[src/rtl/mouse_packet_receiver.sv]
// rtl/mouse_packet_receiver.sv - PS/2 mouse frame/packet receiver, emits {8'h00, status, X, Y} per 3-byte packet
// Define MOUSE_PARITY_CHECK_EN to reject bytes failing odd parity; SYNC_STAGES must be >= 2.
module mouse_packet_receiver #(
    parameter int TIMEOUT_CYCLES = 20000,
    parameter int SYNC_STAGES    = 2
) (
    input  logic        CLK,
    input  logic        RESET,
    input  logic        PS2_CLK,
    input  logic        PS2_DATA,
    output logic [31:0] MouseData,
    output logic        MouseEnable,
    output logic        FrameError
);

    typedef enum logic [1:0] {IDLE, DATA, PARITY, STOP} state_t;

    localparam int            TW       = $clog2(TIMEOUT_CYCLES + 1);
    localparam logic [TW-1:0] TO_LIMIT = TW'(TIMEOUT_CYCLES);

    state_t                 state, next_state;
    logic [SYNC_STAGES-1:0] clk_sync, data_sync;
    logic                   clk_prev;
    logic                   ps2_clk_s, bit_in, fall, timeout;
    logic [TW-1:0]          timer;
    logic [2:0]             bit_cnt;
    logic [7:0]             shift_reg, status_q, x_q;
    logic [1:0]             pkt_idx;
    logic                   parity_bad;
    logic                   byte_ok, frame_err_c, pkt_done_c, idx_clear;

    assign ps2_clk_s = clk_sync[SYNC_STAGES-1];
    assign bit_in    = data_sync[SYNC_STAGES-1];
    assign fall      = clk_prev & ~ps2_clk_s;
    assign timeout   = !fall && (timer == TO_LIMIT);

    // Synchronisers reset to 1 so a released reset never looks like a falling edge
    always_ff @(posedge CLK or posedge RESET) begin
        if (RESET) begin
            clk_sync  <= '1;
            data_sync <= '1;
            clk_prev  <= 1'b1;
        end else begin
            clk_sync  <= {clk_sync[SYNC_STAGES-2:0], PS2_CLK};
            data_sync <= {data_sync[SYNC_STAGES-2:0], PS2_DATA};
            clk_prev  <= ps2_clk_s;
        end
    end

    always_ff @(posedge CLK or posedge RESET) begin
        if (RESET)
            timer <= '0;
        else if (fall || timeout)
            timer <= '0;
        else
            timer <= timer + TW'(1);
    end

`ifdef MOUSE_PARITY_CHECK_EN
    logic parity_bit;

    always_ff @(posedge CLK or posedge RESET) begin
        if (RESET)
            parity_bit <= 1'b0;
        else if (fall && state == PARITY)
            parity_bit <= bit_in;
    end

    assign parity_bad = ~(^{shift_reg, parity_bit});
`else
    assign parity_bad = 1'b0;
`endif

    always_ff @(posedge CLK or posedge RESET) begin
        if (RESET)
            state <= IDLE;
        else
            state <= next_state;
    end

    always_comb begin
        next_state = state;
        if (timeout) begin
            next_state = IDLE;
        end else if (fall) begin
            case (state)
                IDLE:    if (!bit_in) next_state = DATA;
                DATA:    if (bit_cnt == 3'd7) next_state = PARITY;
                PARITY:  next_state = STOP;
                STOP:    next_state = IDLE;
                default: next_state = IDLE;
            endcase
        end
    end

    // Byte disposition is decided at the stop-bit edge; strobes are registered one cycle later
    always_comb begin
        byte_ok     = 1'b0;
        frame_err_c = 1'b0;
        pkt_done_c  = 1'b0;
        idx_clear   = 1'b0;
        if (timeout) begin
            idx_clear   = 1'b1;
            frame_err_c = (state != IDLE);
        end else if (fall && state == STOP) begin
            if (parity_bad) begin
                frame_err_c = 1'b1;
                idx_clear   = 1'b1;
            end else if (!bit_in) begin
                frame_err_c = 1'b1;
            end else if (pkt_idx == 2'd0 && !shift_reg[3]) begin
                frame_err_c = 1'b1;
            end else begin
                byte_ok    = 1'b1;
                pkt_done_c = (pkt_idx == 2'd2);
            end
        end
    end

    always_ff @(posedge CLK or posedge RESET) begin
        if (RESET) begin
            bit_cnt     <= 3'd0;
            shift_reg   <= 8'h00;
            pkt_idx     <= 2'd0;
            status_q    <= 8'h00;
            x_q         <= 8'h00;
            MouseData   <= 32'h0;
            MouseEnable <= 1'b0;
            FrameError  <= 1'b0;
        end else begin
            MouseEnable <= pkt_done_c;
            FrameError  <= frame_err_c;
            if (fall && state == IDLE && !bit_in)
                bit_cnt <= 3'd0;
            if (fall && state == DATA) begin
                shift_reg <= {bit_in, shift_reg[7:1]};
                bit_cnt   <= bit_cnt + 3'd1;
            end
            if (idx_clear) begin
                pkt_idx <= 2'd0;
            end else if (byte_ok) begin
                case (pkt_idx)
                    2'd0: begin
                        status_q <= shift_reg;
                        pkt_idx  <= 2'd1;
                    end
                    2'd1: begin
                        x_q     <= shift_reg;
                        pkt_idx <= 2'd2;
                    end
                    default: begin
                        MouseData <= {8'h00, status_q, x_q, shift_reg};
                        pkt_idx   <= 2'd0;
                    end
                endcase
            end
        end
    end

endmodule

[config.mk]
export PLATFORM = sky130hd
export DESIGN_NAME = mouse_packet_receiver
export DESIGN_NICKNAME = d
export VERILOG_FILES = /design/src/rtl/mouse_packet_receiver.sv
export SDC_FILE = /design/constraint.sdc
export NUM_CORES = 1
export LEC_CHECK = 0
export CAP_MARGIN = 40
export CORE_MARGIN = 10
export CORE_UTILIZATION = 45
export DETAILED_ROUTE_END_ITERATION = 8
export PLACE_DENSITY = 0.7
export SYNTH_ARGS = -nofsm -noshare
export SYNTH_HDL_FRONTEND = slang
export SYNTH_SLANG_ARGS = --single-unit
[constraint.sdc]
create_clock -name CLK -period 4.01 [get_ports CLK]
set_input_delay 1.203 -clock CLK [delete_from_list [all_inputs] [get_ports CLK]]
set_output_delay 1.203 -clock CLK [all_outputs]
set_load 0.1 [all_outputs]
# --- Word level (Yosys, flattened, before mapping) ---
# Cells that the tools add are included.
totals:
  inputBits: 4
  word_cells: 73
  ff_bits: 77
op_classes:
  bitwise: 4
  reduce_logical: 21
  eq_ne: 9
  add_sub_neg: 2
  n_mux: 24
ops:
  columns: ["operator", "count"]
  rows:
  - ["adder 15 x 1 -> 15 bit (second input constant)", 1]
  - ["equality test 15 bit (second input constant)", 1]
  - ["two-way mux 15 bit", 1]
  - ["two-way mux 1 bit", 13]
  - ["two-way mux 2 bit", 6]
  - ["AND reduction 3 bit", 4]
  - ["case mux 2 bit (4 select lines)", 1]
  - ["nonzero test 2 bit", 4]
  - ["equality test 2 bit (second input constant)", 3]
  - ["logical AND 1 bit", 6]
  - ["two-way mux 3 bit", 2]
  - ["inequality test 3 bit (second input constant)", 2]
  - ["equality test 2 x 1 -> 1 bit (second input constant)", 2]
  - ["logical NOT 2 bit", 2]
  - ["case mux 2 bit (2 select lines)", 1]
  - ["adder 3 x 1 -> 3 bit (second input constant)", 1]
  - ["equality test 3 bit (second input constant)", 1]
  - ["logical NOT 1 bit", 3]
  - ["inverter 1 bit", 3]
  - ["OR reduction 2 bit", 1]
  - ["AND 1 bit", 1]
  - ["logical OR 1 bit", 1]

# --- Longest topological paths before layout ---
depth:
  depth_word: 8
  mapped_depth: 7
  mapped_depth_nobuf: 6

# --- Least setup slack after synthesis ---
# OpenSTA, ideal clock, no wires.
synth_timing:
  path_type: "reg2out"
  start: "reg MouseData[16]"
  end: "out MouseData[16]"
  path_slack_ns: 1.912
  stages_incl_launch_ff: 1
  arrival_time_ns: 0.895
  cell_sequence: "dfrtp_1"
synth_lines:
  columns: ["element", "line_no", "text"]
  rows:
  - ["from (decl)", "11", "output logic [31:0] MouseData,"]
  - ["from (signal assigned)", "152", "MouseData <= {8'h00, status_q, x_q, shift_reg};"]
# No word-level cell between the ends.

# --- Worst setup path in the final report ---
layout_timing:
  start: "reg MouseData[13]"
  end: "out MouseData[13]"
# No word-level cell between the ends.

==> metrics.txt <==
core area=about 0.0072 mm^2; Worst Setup Start Kind=register; Total Neg Setup Slack=0 ns; P&R area growth vs syn=28.1%; Post-CTS Hold Buffers=0; critical setup path kind=reg2out; endpoint class of the critical path=primary output; # H-tree levels=3; clock sink count=77; DR vias=slightly below 2k; post-synth cell types=41; Largest regs=MouseData (24), timer (15); achievable frequency=around 370 MHz; Final period util=66.7%; Max-cap violations=0; largest net degree at the start of global routing=32; Fill cells=between 500 and 600; Power, Total=about 1.7 mW; # DRC=0; drt pass-1 iters=4; drt total wl=5680 um; TritonCTS clock tree=yes; relative slew slack=approximately 58%; critical path peak fanout=2; crit path DAT=1.47 ns; RSZ-0062 raised after global routing=no; # setup viols final=0; Slew Limit Fails=0; gr usage total=between 10% and 20%; CTS Buf Count=9; Hold Crit Class=reg2reg; Final min period=2.68 ns; GRT overflow=0; maximum clock path buffer count=2; highest-count cells in the layout ignoring fill and taps=72 x dfrtp_1, 38 x mux2_2, 28 x clkdlybuf4s50_1, 22 x buf_8, 15 x nor2_1; Inserted Diodes=0; Power per Cell Area=396 mW/mm^2; Worst Setup SP=MouseData[13]$_DFFE_PP0P_; Rows=31; Post-CTS Setup Bufs=0; post-CTS sizing=0; reg2reg start=clk_prev$_DFF_PP1_; Mean Syn Cell Area=around 14 um^2; initial core utilization=between 40% and 50%; largest reg by FF count=MouseData; Slew @ Worst Pin=approximately 0.63 ns; CTS root buffer=clkbuf_8; outcome=complete, no violations; share of cells above drive strength 1=about a third; Seq/Total Area, Yosys=around three fifths; clock skew=between 0.01 and 0.015 ns; hold_sp=data_sync[0]$_DFF_PP1_; worst path required time=2.81 ns; max FFs per register=24; port bufs=29; Max VDD drop=about 0.00019 V; Worst-path clk slew=0.08 ns; warnings from Yosys=0; initial antenna violation count=0; first-pass GRT wire length=between 9000 and 10000 um; global placement routability congestion=0.789; vias in the first global route=2003; Die ar.=approximately 0.011 mm^2; Synth Register Bits=slightly below 80; Final Hold Viols=0; Static Leak=2.05 nW; detailed-route wire length per cell=about 14 um; Post-DRT Antenna Nets=0; IO Pins=38; mapped cell area=about 0.0033 mm^2; die height=about 110 um; most common cell after layout, fill and taps aside=dfrtp_1; Via density=between 4 and 5; Die W=~110 um; Hold WS=0.357 ns; Worst-Skew Late Latency=about 0.35 ns; Cells after Synth=between 200 and 250; Initial DRC Count=approximately 80; post-detail-place hpwl=4070 um; Final #Nets=around 310
## kinds of logic (layout without fill, tap and decap cells)
| logic type | count (synthesis) | count (layout) | share of synthesized area, % |
|---|---|---|---|
| muxes | 48 | 48 | 17.3 |
| AOI/OAI and AO/OA | 13 | 13 | 2.89 |
| DFF | 77 | 77 | 58.8 |
| adders and majority gates | 9 | 9 | 3.43 |
| other | 1 | 8 | 0.114 |
| xor gates and xnor gates | 13 | 13 | 3.47 |
| and+or+nand+nor | 57 | 57 | 9.79 |
| buffers and inverters | 20 | 78 | 4.15 |
## stage by stage
step	instance area, um^2	worst slack [ns]	cells	utilization, %
6_report	4210	1.33	402	58.6
4_1_cts	4210	1.31	402	58.6
3_5_place_dp	4050	1.43	387	56.4
5_1_grt	4210	1.29	402	58.6
2_1_floorplan	3310	0.849	245	-
3_3_place_gp	3630	1.33	362	50.6
## report_power, final
part	leakage (nW)	internal [mW]	switching, mW
Clock	0.0813	0.220	0.272
Sequential	1.04	0.849	0.0861
Combinational	0.925	0.0972	0.141
## final timing paths
kind	to	cells after the start	slack, ns
min in group asynchronous	MouseData[2]$_DFFE_PP0P_	2	1.27
min reg2reg	data_sync[1]$_DFF_PP1_	0	0.36
max in group asynchronous	clk_prev$_DFF_PP1_	3	1.86
max	MouseData[13]	2	1.33
min	data_sync[1]$_DFF_PP1_	0	0.36
max reg2reg	x_q[2]$_DFFE_PP0P_	5	1.93
## final cells by class
type | instances | area [um^2] | share of cell area, %
tap | 99 | 124 | 2.94
inverter | 6 | 22.5 | 0.535
clock buffer | 9 | 124 | 2.94
clock inverter | 6 | 38.8 | 0.922
multi-input combinational | 148 | 1240 | 29.5
timing repair buffer | 57 | 723 | 17.2
sequential | 77 | 1930 | 45.9
## critical path: stages (launching register included)
cell	delay, ns
dfrtp_1	0.37
clkdlybuf4s50_1	0.55
buf_8	0.21
## Yosys cell counts
cell / n / area (um^2)
and3b_1: 1 / 8.76
and4_2: 1 / 10.0
a21o_1: 1 / 7.51
nand4_1: 6 / 37.5
mux2i_1: 1 / 10.0
o31ai_1: 2 / 15.0
o21ba_1: 1 / 10.0
nand2_4: 1 / 11.3
o21ai_0: 4 / 20.0
clkbuf_1: 1 / 3.75
nor2b_1: 2 / 12.5
nor4bb_1: 1 / 10.0
mux2_4: 8 / 120
nor3_1: 1 / 5.00
and3_1: 2 / 12.5
nor3b_1: 1 / 7.51
and3_2: 1 / 7.51
xor2_1: 7 / 61.3
o22ai_1: 2 / 12.5
dfstp_2: 5 / 131
and3_4: 1 / 11.3
ha_1: 9 / 113
conb_1: 1 / 3.75
nor2_2: 2 / 12.5
mux2_1: 1 / 11.3
nand4_2: 1 / 12.5
nand2_1: 9 / 33.8
nor4_1: 4 / 25.0
nand3_1: 5 / 25.0
dfrtp_1: 72 / 1800
buf_6: 4 / 45.0
a21bo_1: 1 / 10.0
a32o_1: 2 / 20.0
xnor2_1: 6 / 52.6
inv_1: 6 / 22.5
nand2b_1: 2 / 12.5
mux2_2: 38 / 428
buf_4: 8 / 60.1
buf_2: 1 / 5.00
nand3_2: 1 / 10.0
nor2_1: 15 / 56.3
## per-layer routing
metal  GRT usage (%)  wire length (um)
met4            6.18               120
met2            16.0              2640
met5               0                 0
met1            13.7              2670
met3            3.29               256
Power figures use the tool's default switching activity.
